<file path="config.mk">
export PLATFORM = sky130hd
export DESIGN_NAME = nn_input_packer
export DESIGN_NICKNAME = d
export VERILOG_FILES = /design/src/rtl/nn_input_packer.sv
export SDC_FILE = /design/constraint.sdc
export NUM_CORES = 1
export LEC_CHECK = 0
export BUFFER_PORTS_ARGS = -buffer_cell sky130_fd_sc_hd__buf_2
export CORE_MARGIN = 2
export CORE_UTILIZATION = 40
export CTS_CLUSTER_DIAMETER = 100
export DETAILED_ROUTE_END_ITERATION = 10
export MAX_ROUTING_LAYER = met4
export PLACE_DENSITY = 0.68
export SYNTH_ARGS = -nofsm -noshare
export SYNTH_HDL_FRONTEND = slang
export SYNTH_SLANG_ARGS = --single-unit
</file>
<file path="constraint.sdc">
create_clock -name clk -period 11.1 [get_ports clk]
set_input_delay 0.555 -clock clk [delete_from_list [all_inputs] [get_ports clk]]
set_output_delay 0.555 -clock clk [all_outputs]
set_load 0.01 [all_outputs]
</file>
<file path="src/rtl/nn_input_packer.sv">
// nn_input_packer: collects a narrow feature stream into N_ELEM-wide frames.
// There are two frame slots used as a ping-pong buffer, so the next frame can
// fill while the core still holds the current one. Short frames are zero-padded
// and set err_short. Long frames are truncated to N_ELEM features, set err_long,
// and the rest of the stream is dropped up to the next s_last.
module nn_input_packer #(
  parameter int ELEM_W = 18,
  parameter int N_ELEM = 10,
  parameter int CNT_W  = 16
) (
  input  logic                     clk,
  input  logic                     reset,
  input  logic [ELEM_W-1:0]        s_dat,
  input  logic                     s_vld,
  input  logic                     s_last,
  output logic                     s_rdy,
  output logic [N_ELEM*ELEM_W-1:0] m_dat,
  output logic                     m_vld,
  input  logic                     m_rdy,
  output logic [CNT_W-1:0]         frame_cnt,
  output logic                     err_short,
  output logic                     err_long
);

  localparam int FRAME_W = N_ELEM * ELEM_W;
  localparam int IDX_W   = $clog2(N_ELEM);
  localparam logic [IDX_W-1:0] IDX_LAST = IDX_W'(N_ELEM - 1);

  typedef enum logic {
    FILL,
    DROP
  } state_t;

  state_t               state_q, state_d;
  logic [1:0]           full_q, full_d;
  logic                 wr_sel_q, wr_sel_d;
  logic                 rd_sel_q, rd_sel_d;
  logic [IDX_W-1:0]     idx_q, idx_d;
  logic [FRAME_W-1:0]   slot_q [2];
  logic [FRAME_W-1:0]   slot_d [2];
  logic [CNT_W-1:0]     cnt_q, cnt_d;
  logic                 err_s_q, err_s_d;
  logic                 err_l_q, err_l_d;

  logic s_acc;
  logic m_hs;

  // Handshake qualifiers. s_rdy is forced low while reset is held.
  always_comb begin
    s_rdy = !reset && ((state_q == DROP) || !full_q[wr_sel_q]);
    s_acc = s_vld && s_rdy;
    m_hs  = full_q[rd_sel_q] && m_rdy;
  end

  // Next-state logic. The input side and the output side update independently.
  // When both act in the same cycle they always target different slots, because
  // a close needs an empty write slot and a handshake needs a full read slot.
  always_comb begin
    state_d  = state_q;
    full_d   = full_q;
    wr_sel_d = wr_sel_q;
    rd_sel_d = rd_sel_q;
    idx_d    = idx_q;
    slot_d   = slot_q;
    cnt_d    = cnt_q;
    err_s_d  = err_s_q;
    err_l_d  = err_l_q;

    if (m_hs) begin
      full_d[rd_sel_q] = 1'b0;
      rd_sel_d         = !rd_sel_q;
      cnt_d            = cnt_q + 1'b1;
    end

    if (s_acc) begin
      unique case (state_q)
        FILL: begin
          // Clear the slot on the first write so a short frame reads zero-padded.
          if (idx_q == '0) begin
            slot_d[wr_sel_q] = '0;
          end
          slot_d[wr_sel_q][idx_q*ELEM_W +: ELEM_W] = s_dat;
          if (s_last || (idx_q == IDX_LAST)) begin
            full_d[wr_sel_q] = 1'b1;
            wr_sel_d         = !wr_sel_q;
            idx_d            = '0;
            if (!s_last) begin
              err_l_d = 1'b1;
              state_d = DROP;
            end else if (idx_q != IDX_LAST) begin
              err_s_d = 1'b1;
            end
          end else begin
            idx_d = idx_q + 1'b1;
          end
        end
        DROP: begin
          if (s_last) begin
            state_d = FILL;
          end
        end
        default: state_d = FILL;
      endcase
    end
  end

  // State registers with synchronous active-high reset.
  always_ff @(posedge clk) begin
    if (reset) begin
      state_q  <= FILL;
      full_q   <= '0;
      wr_sel_q <= 1'b0;
      rd_sel_q <= 1'b0;
      idx_q    <= '0;
      slot_q   <= '{default: '0};
      cnt_q    <= '0;
      err_s_q  <= 1'b0;
      err_l_q  <= 1'b0;
    end else begin
      state_q  <= state_d;
      full_q   <= full_d;
      wr_sel_q <= wr_sel_d;
      rd_sel_q <= rd_sel_d;
      idx_q    <= idx_d;
      slot_q   <= slot_d;
      cnt_q    <= cnt_d;
      err_s_q  <= err_s_d;
      err_l_q  <= err_l_d;
    end
  end

  // The output side is driven only from registers.
  always_comb begin
    m_vld     = full_q[rd_sel_q];
    m_dat     = slot_q[rd_sel_q];
    frame_cnt = cnt_q;
    err_short = err_s_q;
    err_long  = err_l_q;
  end

endmodule

</file>
# Word-level counts from Yosys, hierarchy flattened
# Index checks and enable logic that the tools add are counted.
# op_classes
n_mux,27
bitwise,9
eq_ne,2
order_cmp,7
add_sub_neg,3
multipliers,1
n_shift,2
n_reduce_logical,17
# ops
cell,n
360-bit 2-to-1 mux,3
180-bit 2-to-1 mux,5
360-bit AND,1
360-bit bitwise mux,1
180-bit demux with 1-bit select,2
360-bit NOT,1
18-bit by 34-bit variable shift with 180-bit output (first input constant),1
18-bit by 34-bit indexed part select with 180-bit output,1
9-bit negation with 34-bit output,1
16-bit by 1-bit adder with 16-bit output (second input constant),1
4-bit by 4-bit multiplier with 8-bit output (second input constant),1
1-bit 2-to-1 mux,8
2-bit 2-to-1 mux,4
1-bit logical AND,6
5-bit AND reduction,1
4-bit by 1-bit adder with 4-bit output (second input constant),1
4-bit == test (second input constant),1
2-bit greater-or-equal comparator (second input constant),2
1-bit zero test,4
4-bit zero test,1
1-bit by 2-bit < comparator with 1-bit output (second input constant),2
4-bit 2-to-1 mux,1
4-bit inequality test (second input constant),1
1-bit NOT with 2-bit output,2
other kinds (12),16
# word_totals
output_inout_bits,200
regBits,387
inputBits,23
wordCells,78

# Depth between registers and ports, before layout
# Gate-level depths: netlist of the first run.
# logic_depth
depth_word,11
mapped_depth,15
depth_no_buf,12

# Worst setup path after synthesis of the first run
# No wires, ideal clock.
# synth_path
path_type,reg2reg
start,register idx_q[0]
end,register slot_q[205] (netlist bit)
required_ns,10.979
arrival_ns,3.466
setup_ns,0.121
path_buffers,3
path_stages_with_launch,15
setup_slack_ns,7.513
period_less_slack_ns,3.587
cell_sequence,dfxtp_1 ha_1 ha_1 ha_1 clkbuf_1 buf_1 nor4_1 ha_1 clkbuf_1 inv_1 nor2_1 nand2_2 nor2_1 a21oi_1 a2bb2o_1
# synth_via
elab_chain_cells,6
word_cells_on_any_way,11
classes_between,add/sub (1); mul (1); shift (2); mux (6); reduce/logical (1)
# synth_lines
item,line,rtl
start: declaration,38,"logic [IDX_W-1:0] idx_q, idx_d;"
start signal: assignment,124,idx_q <= idx_d;
4-bit by 4-bit multiplier with 8-bit output,82,slot_d[wr_sel_q][idx_q*ELEM_W +: ELEM_W] = s_dat;
9-bit negation with 34-bit output,82,
18-bit by 34-bit variable shift with 180-bit output,82,
180-bit 2-to-1 mux (not written as such),82,
180-bit demux with 1-bit select,82,
360-bit bitwise mux (*),82,
end signal: assignment,125,slot_q <= slot_d;
end: declaration,39,logic [FRAME_W-1:0] slot_q [2];
# Every way passes the cells marked *; elsewhere a longest branch is shown, timed or not. The select of a mux whose other input is x is not followed.
# A chain may end at the register's enable or synchronous reset.

# Final worst setup path of the first run
# layout_path
start,register idx_q[0]
end,register slot_q[211] (netlist bit)
# The elaborated chain is that of the path after synthesis.

==> impl_metrics.tcl, run 1 <==
set metrics [dict create \
    die_w_um 227.1 \
    synth_ff_type "dfxtp_1" \
    post_cts_buffers 0 \
    yosys-top-cells-area "dfxtp_1 (39%), mux2_2 (11%), a22o_1 (6.0%)" \
    post_synth_inst_count 2187 \
    cp-startpoint "idx_q[0]" \
    met2_usage_pct 45.86 \
    numPortBuffers 222 \
    critPathLaunchType "register" \
    cp.required_ns 11.63 \
    setup_tns_ns 0 \
    drive_gt1_share_pct 24.98 \
    wirelength_um 78410 \
    cts_buffer_depth 3 \
    cts_hold_buf 0 \
    wire_per_inst_um 25.84 \
    crit_fanout 56 \
    synth_top_area_share_pct 38.90 \
    critical_path_class "reg2reg" \
    cts_tree "built" \
    fmax_mhz 203.0 \
    die_area_um2 51590 \
    htreeDepth 2 \
    r2r-start "idx_q[0]" \
    cp_slowest_cell "nor3_1" \
    grt_util_met1_pct 38.90 \
    globalRoute.busiestLayer "met2" \
    ys_seq_elements 387 \
    cellPowerDensity_nw_per_um2 147.7 \
    yosysMostFrequentCell "dfxtp_1" \
    grt_max_degree 195 \
    firstDrtPassIters 5 \
    grt_use_total_pct 30.43 \
    synth_nets 2218 \
    cpPeakStageDelay_ns 0.72 \
    cpMostUsedCell "buf_4" \
    synth_edf_count 0 \
    diodes 0 \
    synth_top_area_cell "dfxtp_1" \
    worstHoldPathType "in2reg" \
    synth-seq-area-share_pct 38.90 \
    fin_area_um2 22990 \
    cts.clk_slew.worst_paths_ns 0.06 \
    numCtsBuffers 43 \
    drc_errors 0 \
    cp_num_cells 11 \
    syn_to_final_growth_pct 15.44 \
    timing.final.crit_share_pct 44.37 \
    io_pins 223 \
    avgSynthCellArea_um2 9.106 \
    slew_viol_final 0 \
    grtUsageMet3_pct 6.273 \
    yosysUniqueCellTypes 92 \
    setup_violations 0 \
    hold_viol 0 \
    cp_num_buf_inv 4 \
    leakage_nw 9.016 \
    dpl_cell_area_um2 21560 \
    worstPathArrival_ns 5.45 \
    reg2reg_depth 11 \
    grt_pass1_wl_um 114800 \
    synthTopCellsByCount "dfxtp_1 (387), nand2_1 (247), mux2_2 (188), nor2_1 (146), a22o_1 (136)" \
    path_delay_family "simple AND/OR/NAND/NOR gates" \
    slew_headroom_pct 15.39 \
    overflow 0 \
    cp_cell_sequence "buf_4 > clkinv_1 > ha_1 > buf_4 > xor2_2 > buf_4 > nand2b_1 > nor3_1 > mux2i_1 > nor3_1 > a22o_1" \
    nFillCells 4781 \
    fp-row-count 81 \
    maxCapViolations 0 \
    cp-end-kind "register" \
    r2r_end "slot_q[211]" \
    p_total_mw 3.395 \
    timing.hold.ws_ns 0.1954 \
    ys_warn_count 0 \
    die_h_um 227.1 \
    syn_area_um2 19920 \
    num_vias 19140 \
    rsz0062_at_grt "no" \
    globalplace.congestion 1.025 \
    clock-sinks 387 \
    grt_pass1_vias 18360 \
    tightest_slew_ns 1.269 \
    core_um2 49050 \
    antenna_found_initial 0 \
    r2r_slack_ns 6.17 \
    root_buffer "clkbuf_16" \
    dp_hpwl_um 55430 \
    drt_iter0_drc 2139 \
    endpoint "slot_q[211]" \
    nets 2368 \
    initial_core_util_pct 40.60 \
    status "complete, no violations" \
    clk_latency_ns 0.59 \
    ant_nets 0 \
    ir_drop_v 0.0001072 \
    synthArstFlopShare_pct 0 \
    post_cts_resized 0 \
    avgViaCountPerCell 6.310 \
    layout_min_cycle_time_ns 4.925 \
    clock_skew_ns 0.02654 \
]
## through the flow
step / util [%] / setup slack (ns) / instances
finish: 46.87 / 6.175 / 3034
global route: 46.87 / 5.941 / 3034
CTS: 46.87 / 6.291 / 3034
detailed placement: 43.95 / 6.312 / 2956
global placement: 43.95 / 6.372 / 2956
floorplan: - / 7.513 / 2187
## where the power goes
group	switching, mW	total (mW)	internal, mW
logic	0.410	0.547	0.137
registers	0.00374	1.40	1.39
clock network	0.616	1.45	0.836
total	1.03	3.39	2.37
## placed cells by master (no fill, tap or decap), types with 32 or more instances in the layout
master / instances
o2bb2ai_1: 56
inv_1: 32
a22o_1: 136
dfxtp_1: 385
nor2_1: 145
buf_4: 40
mux2_2: 188
nand2_1: 246
nand3_1: 61
clkbuf_16: 43
mux2i_1: 57
buf_2: 222
a32o_1: 75
o21ai_0: 114
a21oi_1: 120
## area by class of cell
class	count	area [um^2]	share of cell area, %
multi-input combinational	1607	11410	49.64
clock buffer	59	1196	5.203
inverter	35	131.4	0.5715
timing repair buffer	263	1431	6.226
sequential	387	7752	33.72
tap	664	830.8	3.614
clock inverter	19	235.2	1.023
## flip-flops by register name, indices dropped and copies added, names as in the netlist, 2 cells and up
signal     flops
full_q         2
frame_cnt     16
slot_q       360
idx_q          4
## metal layers
layer  part of all wire [%]  up-vias
li1                       -     8525
met3                    8.8      220
met4                    4.9        0
met1                     42     9336
met2                     45     1063
met5                      0        -
## worst min path at each step
stage,start,to,slack (ns),cells past startpoint
2_1_floorplan,slot_q[102],slot_q[102],0.42,2
3_3_place_gp,slot_q[128],slot_q[128],0.43,2
3_5_place_dp,slot_q[64],slot_q[64],0.44,2
4_1_cts,s_vld,state_q,0.17,2
5_1_grt,s_vld,state_q,0.20,2
6_report,s_vld,state_q,0.20,2
## cells by family after synthesis
kind of cell | count (synthesis) | share of synthesized area [%]
and+or+nand+nor | 631 | 15.05
xor gates and xnor gates | 30 | 1.395
adders and majority gates | 8 | 0.5026
muxes | 251 | 14.17
buffers and inverters | 193 | 4.071
DFF | 387 | 38.90
AOI/OAI and AO/OA | 687 | 25.90
(Power assumes the default switching activity.)
==> run 2: changes to the inputs <==
==> constraint.sdc (replaced) <==
create_clock -name clk -period 4.7 [get_ports clk]
set_input_delay 0.235 -clock clk [delete_from_list [all_inputs] [get_ports clk]]
set_output_delay 0.235 -clock clk [all_outputs]
set_load 0.01 [all_outputs]
==> run 2 against run 1 <==
Compared with the run above: power increased by 140%; final cell count grew 2.4%; critical path depth is 2 higher.
==> impl_metrics.tcl, run 2 (synthesis gave the netlist of run 1 again) <==
set metrics [dict create \
    status "complete, no violations" \
    die_area_um2 51590 \
    seq_power_share_pct 40.5 \
    register_area_um2 7752 \
    cts.clk_slew.worst_paths_ns 0.06 \
    dpl_cell_area_um2 22120 \
    io_pins 223 \
    worstHoldPathType "in2reg" \
    grt_use_total_pct 31.06 \
    numCtsBuffers 43 \
    comb_power_share_pct 16.9 \
    clock_skew_ns 0.02564 \
    cts_buffer_depth 3 \
    hold_viol 0 \
    r2r_slack_ns 0.43 \
    endpoint "slot_q[76]" \
    num_vias 19420 \
    layout_min_cycle_time_ns 4.274 \
    clk_latency_ns 0.58 \
    wirelength_um 80100 \
    maxCapViolations 0 \
    swShare_pct 29.35 \
    fin_area_um2 23600 \
    tightest_slew_ns 1.015 \
    die_h_um 227.1 \
    setup_tns_ns 0 \
    grt_max_degree 147 \
    slew_headroom_pct 32.09 \
    drive_gt1_share_pct 26.89 \
    drt_iter0_drc 2308 \
    drc_errors 0 \
    dp_hpwl_um 58170 \
    grt_pass1_wl_um 117900 \
    leakage_nw 9.398 \
    p_clk_share_pct 42.6 \
    crit_fanout 28 \
    numPortBuffers 222 \
    timing.final.crit_share_pct 90.94 \
    slew_viol_final 0 \
    switchingPower_mw 2.395 \
    internal_power_mw 5.767 \
    initial_core_util_pct 40.60 \
    cp.required_ns 5.14 \
    clock-sinks 387 \
    ant_nets 0 \
    r2r-start "idx_q[3]" \
    top_register "slot_q" \
    rsz0062_at_grt "no" \
    syn_to_final_growth_pct 18.50 \
    critical_path_class "reg2reg" \
    final_common_cell "dfxtp_1" \
    cts_tree "built" \
    largest_register_ffs 360 \
    avgViaCountPerCell 6.249 \
    nFillCells 4697 \
    cellPowerDensity_nw_per_um2 345.9 \
    die_w_um 227.1 \
    worstPathArrival_ns 4.71 \
    globalplace.congestion 1.052 \
    final_cell_mix "dfxtp_1 (385), nand2_1 (246), buf_2 (222), mux2_2 (188), nor2_1 (145)" \
    post_cts_resized 0 \
    fmax_mhz 234.0 \
    fp-row-count 81 \
    cp-startpoint "idx_q[3]" \
    setup_violations 0 \
    overflow 0 \
    r2r_end "slot_q[76]" \
    core_um2 49050 \
    critPathLaunchType "register" \
    htreeDepth 2 \
    reg2reg_depth 13 \
    root_buffer "clkbuf_16" \
    grt_pass1_vias 18790 \
    diodes 0 \
    firstDrtPassIters 6 \
    antenna_found_initial 0 \
    wire_per_inst_um 25.78 \
    ir_drop_v 0.0002562 \
    multiInputGateArea_um2 11400 \
    nets 2443 \
    min_path_cells 2 \
    cp-end-kind "register" \
]
-- run 2: changes by cell type in the layout (fill, tap and decap cells not counted), sizes merged --
cell | before | now
clkinv | 15 | 4
clkinvlp | 1 | 2
clkbuf | 59 | 66
bufinv | 3 | 4
buf | 263 | 334
dlygate4sd3 | 0 | 4
-- run 2: metal layers --
| layer | up-vias | GRT usage, % | share of wire, % |
|---|---|---|---|
| met5 | - | - | 0 |
| met4 | 0 | 14.17 | 4.8 |
| met3 | 222 | 5.847 | 8.2 |
| met2 | 995 | 47.75 | 45 |
| met1 | 9541 | 39.58 | 42 |
| li1 | 8658 | - | - |
-- run 2: layout make-up --
cell class              instances  share of cell area (%)
clock buffers                  66                   5.402
multi-input cells            1607                   48.31
flip-flops and latches        387                   32.85
inverters                      35                  0.5567
repair buffers                338                   8.652
well taps                     664                   3.520
clock inverters                10                  0.7104
-- run 2: worst min-delay path by stage --
stage	end	startpoint	slack (ns)
6_report	full_q[0]	reset	0.1
5_1_grt	full_q[0]	reset	0.14
4_1_cts	full_q[1]	reset	0.1
3_5_place_dp	slot_q[128]	slot_q[128]	0.44
3_3_place_gp	slot_q[129]	slot_q[129]	0.43
2_1_floorplan	state_q	s_vld	0.33
-- run 2: timing repair --
| action | CTS | global route |
|---|---|---|
| hold buffers | 4 | 0 |
| endpoints found under the hold margin | 3 | 0 |
| buffers inserted | 0 | 0 |
-- run 2: stage by stage --
step	setup slack (ns)	total power [mW]	util, %	hold slack, ns	std cells
CTS	0.4957	8.130	48.11	0.09816	3107
global placement	0.6226	4.698	45.09	0.4304	3027
global route	0.2102	8.376	48.11	0.1375	3107
floorplan	1.113	4.165	-	0.3310	2187
finish	0.4260	8.162	48.11	0.09639	3107
detailed placement	0.5443	4.700	45.09	0.4411	3027
-- run 2: power groups by stage --
stage | clock network, mW | registers (mW) | logic [mW]
after global placement | 0 | 3.38 | 1.32
after detailed placement | 0 | 3.38 | 1.32
final | 3.48 | 3.30 | 1.38
after CTS | 3.49 | 3.30 | 1.33
after floorplan | 0 | 3.37 | 0.799
after global routing | 3.64 | 3.30 | 1.44
-- run 2: worst max-delay path: stages (launching register included) --
cell and delay [ns]:
dfxtp_1 0.59, ha_1 0.24, ha_1 0.18, ha_1 0.26
xor2_2 0.37, nor4_1 0.09, ha_1 0.35, buf_4 0.34
nand2_1 0.10, o32a_1 0.39, or3_1 0.46, a221oi_2 0.38
o21ai_0 0.19, o2bb2ai_1 0.18
